## src/rtl/sim_ac_pkg.sv

```systemverilog
// Shared encodings for the accumulator CPU: opcodes, sequencer states, ALU ops.
// The branch decision logic and the ALU decode against the same values.
package sim_ac_pkg;

   typedef enum logic [2:0] {
      OP_ADD = 3'b000,
      OP_SUB = 3'b001,
      OP_LD  = 3'b010,
      OP_ST  = 3'b011,
      OP_JMP = 3'b100,
      OP_JZ  = 3'b101,
      OP_JC  = 3'b110,
      OP_HLT = 3'b111
   } op_e;

   typedef enum logic [2:0] {
      ST_IDLE   = 3'd0,
      ST_FETCH  = 3'd1,
      ST_DECODE = 3'd2,
      ST_EXEC   = 3'd3,
      ST_HALT   = 3'd4
   } state_e;

   typedef enum logic [1:0] {
      ALU_PASS = 2'b00,
      ALU_ADD  = 2'b01,
      ALU_SUB  = 2'b10
   } alu_e;

endpackage

```

## src/rtl/ctrl_mem_wdog.sv

```systemverilog
// Memory handshake watchdog: counts cycles a request waits for ready and
// flags expiry on the cycle the count has reached the limit with ready still low.
module ctrl_mem_wdog #(
   parameter int TIMEOUT_CYCLES = 15
) (
   input  logic clk_i,
   input  logic rst_ni,
   input  logic req,
   input  logic ready,
   input  logic clear,
   output logic expired
);

   localparam int W = $clog2(TIMEOUT_CYCLES + 1);
   localparam logic [W-1:0] LIMIT = W'(TIMEOUT_CYCLES);

   logic [W-1:0] cnt;

   always_ff @(posedge clk_i or negedge rst_ni) begin
      if (!rst_ni)
         cnt <= '0;
      else if (clear || !req || ready)
         cnt <= '0;
      else if (cnt != LIMIT)
         cnt <= cnt + W'(1);
   end

   // A ready on the terminal cycle is a normal completion, not an expiry.
   assign expired = req && !ready && (cnt == LIMIT);

endmodule

```

## src/rtl/ctrl_sequencer.sv

```systemverilog
// Fetch/decode/execute micro-sequencer for the 3-bit-opcode accumulator CPU.
// Strobes are decoded from the registered state, the opcode and mem_ready_i.
module ctrl_sequencer
   import sim_ac_pkg::*;
#(
   parameter int TIMEOUT_CYCLES = 15,
   parameter int CNT_W          = 16
) (
   input  logic             clk_i,
   input  logic             rst_ni,
   input  logic             run_i,
   input  logic [2:0]       ir_op_i,
   input  logic             mem_ready_i,
   output logic             mem_rd_o,
   output logic             mem_wr_o,
   output logic             addr_sel_o,
   output logic             ir_load_o,
   output logic             pc_inc_o,
   output logic             ctrl_jmp_o,
   output logic             acc_load_o,
   output logic [1:0]       alu_op_o,
   output logic             flag_we_o,
   output logic             halt_o,
   output logic             err_o,
   output logic [CNT_W-1:0] instr_cnt_o,
   output logic [2:0]       state_o
);

   state_e           state, state_nxt;
   op_e              op;
   logic             expired, err, retire, req;
   logic [CNT_W-1:0] instr_cnt;

   assign op  = op_e'(ir_op_i);
   assign req = mem_rd_o | mem_wr_o;

   ctrl_mem_wdog #(.TIMEOUT_CYCLES(TIMEOUT_CYCLES)) u_wdog (
      .clk_i   (clk_i),
      .rst_ni  (rst_ni),
      .req     (req),
      .ready   (mem_ready_i),
      .clear   (req & mem_ready_i),
      .expired (expired)
   );

   always_ff @(posedge clk_i or negedge rst_ni) begin
      if (!rst_ni) state <= ST_IDLE;
      else         state <= state_nxt;
   end

   always_comb begin
      state_nxt = state;
      case (state)
         ST_IDLE:   if (run_i) state_nxt = ST_FETCH;
         ST_FETCH: begin
            if (mem_ready_i)  state_nxt = ST_DECODE;
            else if (expired) state_nxt = ST_HALT;
         end
         ST_DECODE: state_nxt = ST_EXEC;
         ST_EXEC: begin
            case (op)
               OP_JMP, OP_JZ, OP_JC: state_nxt = ST_FETCH;
               OP_HLT:               state_nxt = ST_HALT;
               default: begin
                  if (mem_ready_i)  state_nxt = ST_FETCH;
                  else if (expired) state_nxt = ST_HALT;
               end
            endcase
         end
         ST_HALT:   if (run_i) state_nxt = ST_FETCH;
         default:   state_nxt = ST_IDLE;
      endcase
   end

   always_comb begin
      mem_rd_o   = 1'b0;
      mem_wr_o   = 1'b0;
      addr_sel_o = 1'b0;
      ir_load_o  = 1'b0;
      pc_inc_o   = 1'b0;
      ctrl_jmp_o = 1'b0;
      acc_load_o = 1'b0;
      alu_op_o   = ALU_PASS;
      flag_we_o  = 1'b0;
      case (state)
         ST_FETCH: begin
            mem_rd_o  = 1'b1;
            ir_load_o = mem_ready_i;
            pc_inc_o  = mem_ready_i;
         end
         ST_EXEC: begin
            case (op)
               OP_ADD, OP_SUB, OP_LD: begin
                  mem_rd_o   = 1'b1;
                  addr_sel_o = 1'b1;
                  alu_op_o   = (op == OP_ADD) ? ALU_ADD :
                               (op == OP_SUB) ? ALU_SUB : ALU_PASS;
                  acc_load_o = mem_ready_i;
                  flag_we_o  = mem_ready_i && (op != OP_LD);
               end
               OP_ST: begin
                  mem_wr_o   = 1'b1;
                  addr_sel_o = 1'b1;
               end
               OP_JMP, OP_JZ, OP_JC: ctrl_jmp_o = 1'b1;
               default: ;
            endcase
         end
         default: ;
      endcase
   end

   // A timeout exit from EXEC does not retire the instruction.
   assign retire = (state == ST_EXEC) && (state_nxt != ST_EXEC) && !expired;

   always_ff @(posedge clk_i or negedge rst_ni) begin
      if (!rst_ni) begin
         err       <= 1'b0;
         instr_cnt <= '0;
      end else begin
         if (expired)                          err <= 1'b1;
         else if (state == ST_HALT && run_i)   err <= 1'b0;
         if (retire) instr_cnt <= instr_cnt + CNT_W'(1);
      end
   end

   assign halt_o      = (state == ST_HALT);
   assign err_o       = err;
   assign instr_cnt_o = instr_cnt;
   assign state_o     = state;

endmodule
```

## config.mk

```make
export PLATFORM = sky130hd
export DESIGN_NAME = ctrl_sequencer
export DESIGN_NICKNAME = d
export VERILOG_FILES = /design/src/rtl/sim_ac_pkg.sv /design/src/rtl/ctrl_mem_wdog.sv /design/src/rtl/ctrl_sequencer.sv
export SDC_FILE = /design/constraint.sdc
export NUM_CORES = 1
export LEC_CHECK = 0
export ABC_AREA = 1
export CORE_ASPECT_RATIO = 0.8
export CORE_MARGIN = 8
export CORE_UTILIZATION = 45
export CTS_CLUSTER_DIAMETER = 80
export DETAILED_ROUTE_END_ITERATION = 12
export GPL_TIMING_DRIVEN = 0
export PLACE_DENSITY = 0.84
export SLEW_MARGIN = 15
export SYNTH_ARGS = -nofsm -noshare
export SYNTH_HDL_FRONTEND = slang
export SYNTH_SLANG_ARGS = --single-unit
```

## constraint.sdc

```tcl
create_clock -name clk_i -period 1.7 [get_ports clk_i]
set_clock_uncertainty 0.05 [all_clocks]
set_input_delay 0.425 -clock clk_i [delete_from_list [all_inputs] [get_ports clk_i]]
set_output_delay 0.425 -clock clk_i [all_outputs]
set_load 0.03 [all_outputs]
```

==> metrics.md, run 1 <==
| Metric | Value |
|---|---|
| Status | `complete, but fails checks` |
| Violated checks | `setup timing` |
| Vias | `1700` |
| Pwr dens | `1349 mW/mm²` |
| CP startpoint kind | `flop` |
| Vias in the first global route | `1561` |
| Largest family of logic cells by synthesized area | `simple AND/OR/NAND/NOR gates` |
| Crit. End Element | `flop` |
| Asr flop ratio synth | `1.000` |
| Filler cells | `216` |
| Kind of critical path | `flop to flop` |
| Max Cap Violations | `0` |
| Relative slew slack | `0.6375` |
| EDFF count, synth | `0` |
| # DRC | `0` |
| Commonest cells in the netlist | `nand2_1 (45), nand3_1 (28), dfrtp_1 (24)` |
| Final Hold Viols | `0` |
| Unrepaired setup endpoints after global routing | `yes` |
| Tcrit/Tclk final | `1.110` |
| PortBufs | `37` |
| Total GRT Usage | `0.1584` |
| Synth top area share | `0.3794` |
| Crit-path cells | `buf_6 > a211oi_4 > nand3_4 > nand2_2 > nand2_2 > nand2_2 > nand2_4 > nand2_8 > buf_6 > buf_6 > nand3_1 > nand2_1` |
| Post-synthesis net count | `213` |
| Yosys warns | `0` |
| Yosys reg bits | `24` |
| Final min period | `1.886 ns` |
| Library cells used by synthesis | `28` |
| Initial antenna violation count | `0` |
| Simple logic cell fraction of the synthesized area | `0.4055` |
| Share of layout cells above drive strength 1 | `0.4453` |
| Mux share of post-synthesis cell area | `0` |
| GRT Residual Overflow | `0` |
| CTS tree | `yes` |
| Clock net sink count | `24` |
| DIE WIDTH | `82.31 µm` |
| Critical path's top delay family | `simple AND/OR/NAND/NOR gates` |
| Most frequent cell after synthesis | `nand2_1` |
| CP bufs+invs | `3` |
| Largest net degree at the start of global routing | `25` |
| Die H | `69.05 µm` |
| CTS buffer count | `3` |
| Synth top area cells | `dfrtp_1 (38%), nand2_1 (11%), nand3_1 (8.9%), xor2_1 (7.2%), inv_1 (4.5%)` |
| Leading area contributor after synthesis | `dfrtp_1` |
| H-tree levels | `1` |
| Crit-path max FO | `5` |
| Sequential element share of the synthesized area | `0.3794` |
| Max Slew Vio Count | `0` |
| Diodes inserted | `0` |
| XOR/XNOR Fraction of Synth Area | `0.08300` |
| FP Rows | `19` |
| Initial core utilization | `0.4656` |
| Nets | `284` |
| Clock slew at reported path FFs | `0.09 ns` |
| Final Total Pwr | `3.419 mW` |
| Synthesized instance count | `204` |
| Mean post-synth cell area | `7.759 µm²` |
| Worst-Margin Slew | `0.5437 ns` |
| Mean routed wirelength per cell | `15.82 µm` |
| Worst min path class | `input port to async pin` |
| Final WS setup | `-0.1865 ns` |
| Initial DRC Count | `134` |
| # setup viols final | `27` |
| Hpwl dp | `3024 µm` |
| Leak | `1.230 nW` |
| Core ar. | `0.003400 mm²` |
| Final ANT Viol Nets | `0` |
| Area fraction in compound gates after synthesis | `0.03953` |
| Final Hold Slack | `0.07294 ns` |
| Area growth syn-to-layout | `60.16%` |
| CTS max path bufs | `2` |
| Slowest-stage cell, CP | `dfrtp_2` |
| DRT Wirelength | `4998 µm` |
| Worst Path Required | `1.86 ns` |
| Most used DFF post-synth | `dfrtp_1` |
| Largest stage delay on the critical path | `0.46 ns` |
| Root buffer cell | `clkbuf_8` |
| Via-to-Cell Ratio | `5.380` |
| Routability Congestion | `0.8906` |
| First-pass DRT Iterations | `4` |
| # IOs | `38` |
| Peak VDD IR | `889.4 µV` |
| Clk_lat worst skew | `0.27 ns` |
| Arrival time at the worst endpoint | `2.05 ns` |
| Die ar. | `0.005683 mm²` |
| Syn Std Cell Area | `0.001583 mm²` |
| Adder-Cell Fraction of Synth Area | `0.01581` |
| Fmax | `530.1 MHz` |
| First-pass GRT wire length | `7348 µm` |
## per-layer routing
metal  track usage  up-vias  share of wire
li1              -      806              -
met1        0.2051      814           0.42
met2        0.2554       64           0.48
met3       0.02979       16          0.067
met4       0.04669        0          0.034
met5             0        -              0
## power breakdown
group | switching (mW) | total [mW] | internal, mW | leakage (nW)
clock | 0.196 | 0.511 | 0.315 | 0.0357
sequential | 0.131 | 0.789 | 0.658 | 0.323
combinational | 1.19 | 2.12 | 0.931 | 0.871
total | 1.51 | 3.42 | 1.90 | 1.23
## what timing repair did
action	4_1_cts	5_1_grt
resized for setup	133	40
endpoints found under the hold margin	0	0
endpoints found under the setup margin	49	28
buffers inserted	16	11
hold buffers	0	0
gates cloned	2	0
pin swaps	13	11
## final timing paths
path	from	end	slack (ns)	cells after the start
max	state_o[1]$_DFF_PN0_	instr_cnt_o[12]$_DFFE_PN0P_	-0.19	12
min	rst_ni	instr_cnt_o[10]$_DFFE_PN0P_	0.07	1
max reg2reg	state_o[1]$_DFF_PN0_	instr_cnt_o[12]$_DFFE_PN0P_	-0.19	12
min reg2reg	err_o$_DFFE_PN0P_	err_o$_DFFE_PN0P_	0.47	2
max in group asynchronous	rst_ni	state_o[1]$_DFF_PN0_	1.13	1
min in group clk_i	err_o$_DFFE_PN0P_	err_o$_DFFE_PN0P_	0.47	2
## area by class of cell
cell class	count	area [µm²]	area share
tap	42	52.55	0.02073
inverter	22	92.59	0.03653
sequential	24	604.3	0.2384
timing repair buffer	66	588.1	0.2320
buffer	4	46.29	0.01826
clock buffer	3	41.29	0.01629
clock inverter	1	30.03	0.01185
multi-input combinational	154	1080	0.4260
## per-stage QoR
stage | area [µm²] | std cells | TNS [ns] | utilization | setup WS (ns)
floorplan | 1648 | 204 | -0.7302 | - | -0.07189
global placement | 2071 | 283 | -22.91 | 0.6091 | -0.9865
detailed placement | 2071 | 283 | -23.95 | 0.6091 | -1.005
CTS | 2331 | 305 | -2.977 | 0.6857 | -0.2004
global route | 2535 | 316 | -5.877 | 0.7457 | -0.2817
finish | 2535 | 316 | -4.015 | 0.7457 | -0.1865
## flip-flops by register name, summed over array words and instances (netlist names)
name and flops:
state_o 3, u_wdog.cnt 4, instr_cnt_o 16, err_o 1
## kinds of logic after synthesis
family          count (synthesis)
fa+ha+maj                       2
simple gates                  127
xor+xnor                       15
flops                          24
buf+inv                        26
compound gates                 10
## worst register-to-register path, stage by stage, from the launching register on
cell and delay (ns):
dfrtp_2 0.46, buf_6 0.13, a211oi_4 0.26, nand3_4 0.15, nand2_2 0.10, nand2_2 0.05
nand2_2 0.07, nand2_4 0.08, nand2_8 0.09, buf_6 0.13, buf_6 0.11, nand3_1 0.07
nand2_1 0.08
## cell usage in the layout (no fill, tap or decap), drive strengths merged
cell and n:
a211oi 1, a21oi 3, buf 47, bufinv 1, clkbuf 6, clkdlybuf4s15 1, clkdlybuf4s50 1, dfrtp 24
dlygate4sd2 18, ha 2, inv 22, nand2 59, nand3 30, nand3b 1, nand4 1, nor2 19
nor3 11, nor4 4, o211ai 2, o21ai 4, or2 2, xnor2 2, xor2 13
No activity file was read; power rests on OpenSTA's default activity.
==> inputs of run 2 (changes only) <==
--- a/config.mk
+++ b/config.mk
@@ -6,12 +6,15 @@
 export NUM_CORES = 1
 export LEC_CHECK = 0
 export ABC_AREA = 1
+export ABC_CLOCK_PERIOD_IN_PS = 1700
+export CAP_MARGIN = 20
 export CORE_ASPECT_RATIO = 0.8
 export CORE_MARGIN = 8
 export CORE_UTILIZATION = 45
 export CTS_CLUSTER_DIAMETER = 80
 export DETAILED_ROUTE_END_ITERATION = 12
 export GPL_TIMING_DRIVEN = 0
+export HOLD_SLACK_MARGIN = 0.06
 export PLACE_DENSITY = 0.84
 export SLEW_MARGIN = 15
 export SYNTH_ARGS = -nofsm -noshare
==> results of run 2 <==
Same layout as run 1: the final DEF is identical, and so are final timing and power.
==> inputs of run 3 (changes only) <==
--- a/config.mk
+++ b/config.mk
@@ -7,7 +7,6 @@
 export LEC_CHECK = 0
 export ABC_AREA = 1
 export ABC_CLOCK_PERIOD_IN_PS = 1700
-export CAP_MARGIN = 20
 export CORE_ASPECT_RATIO = 0.8
 export CORE_MARGIN = 8
 export CORE_UTILIZATION = 45
==> results of run 3 <==
Same layout as run 1: the final DEF is identical, and so are final timing and power.
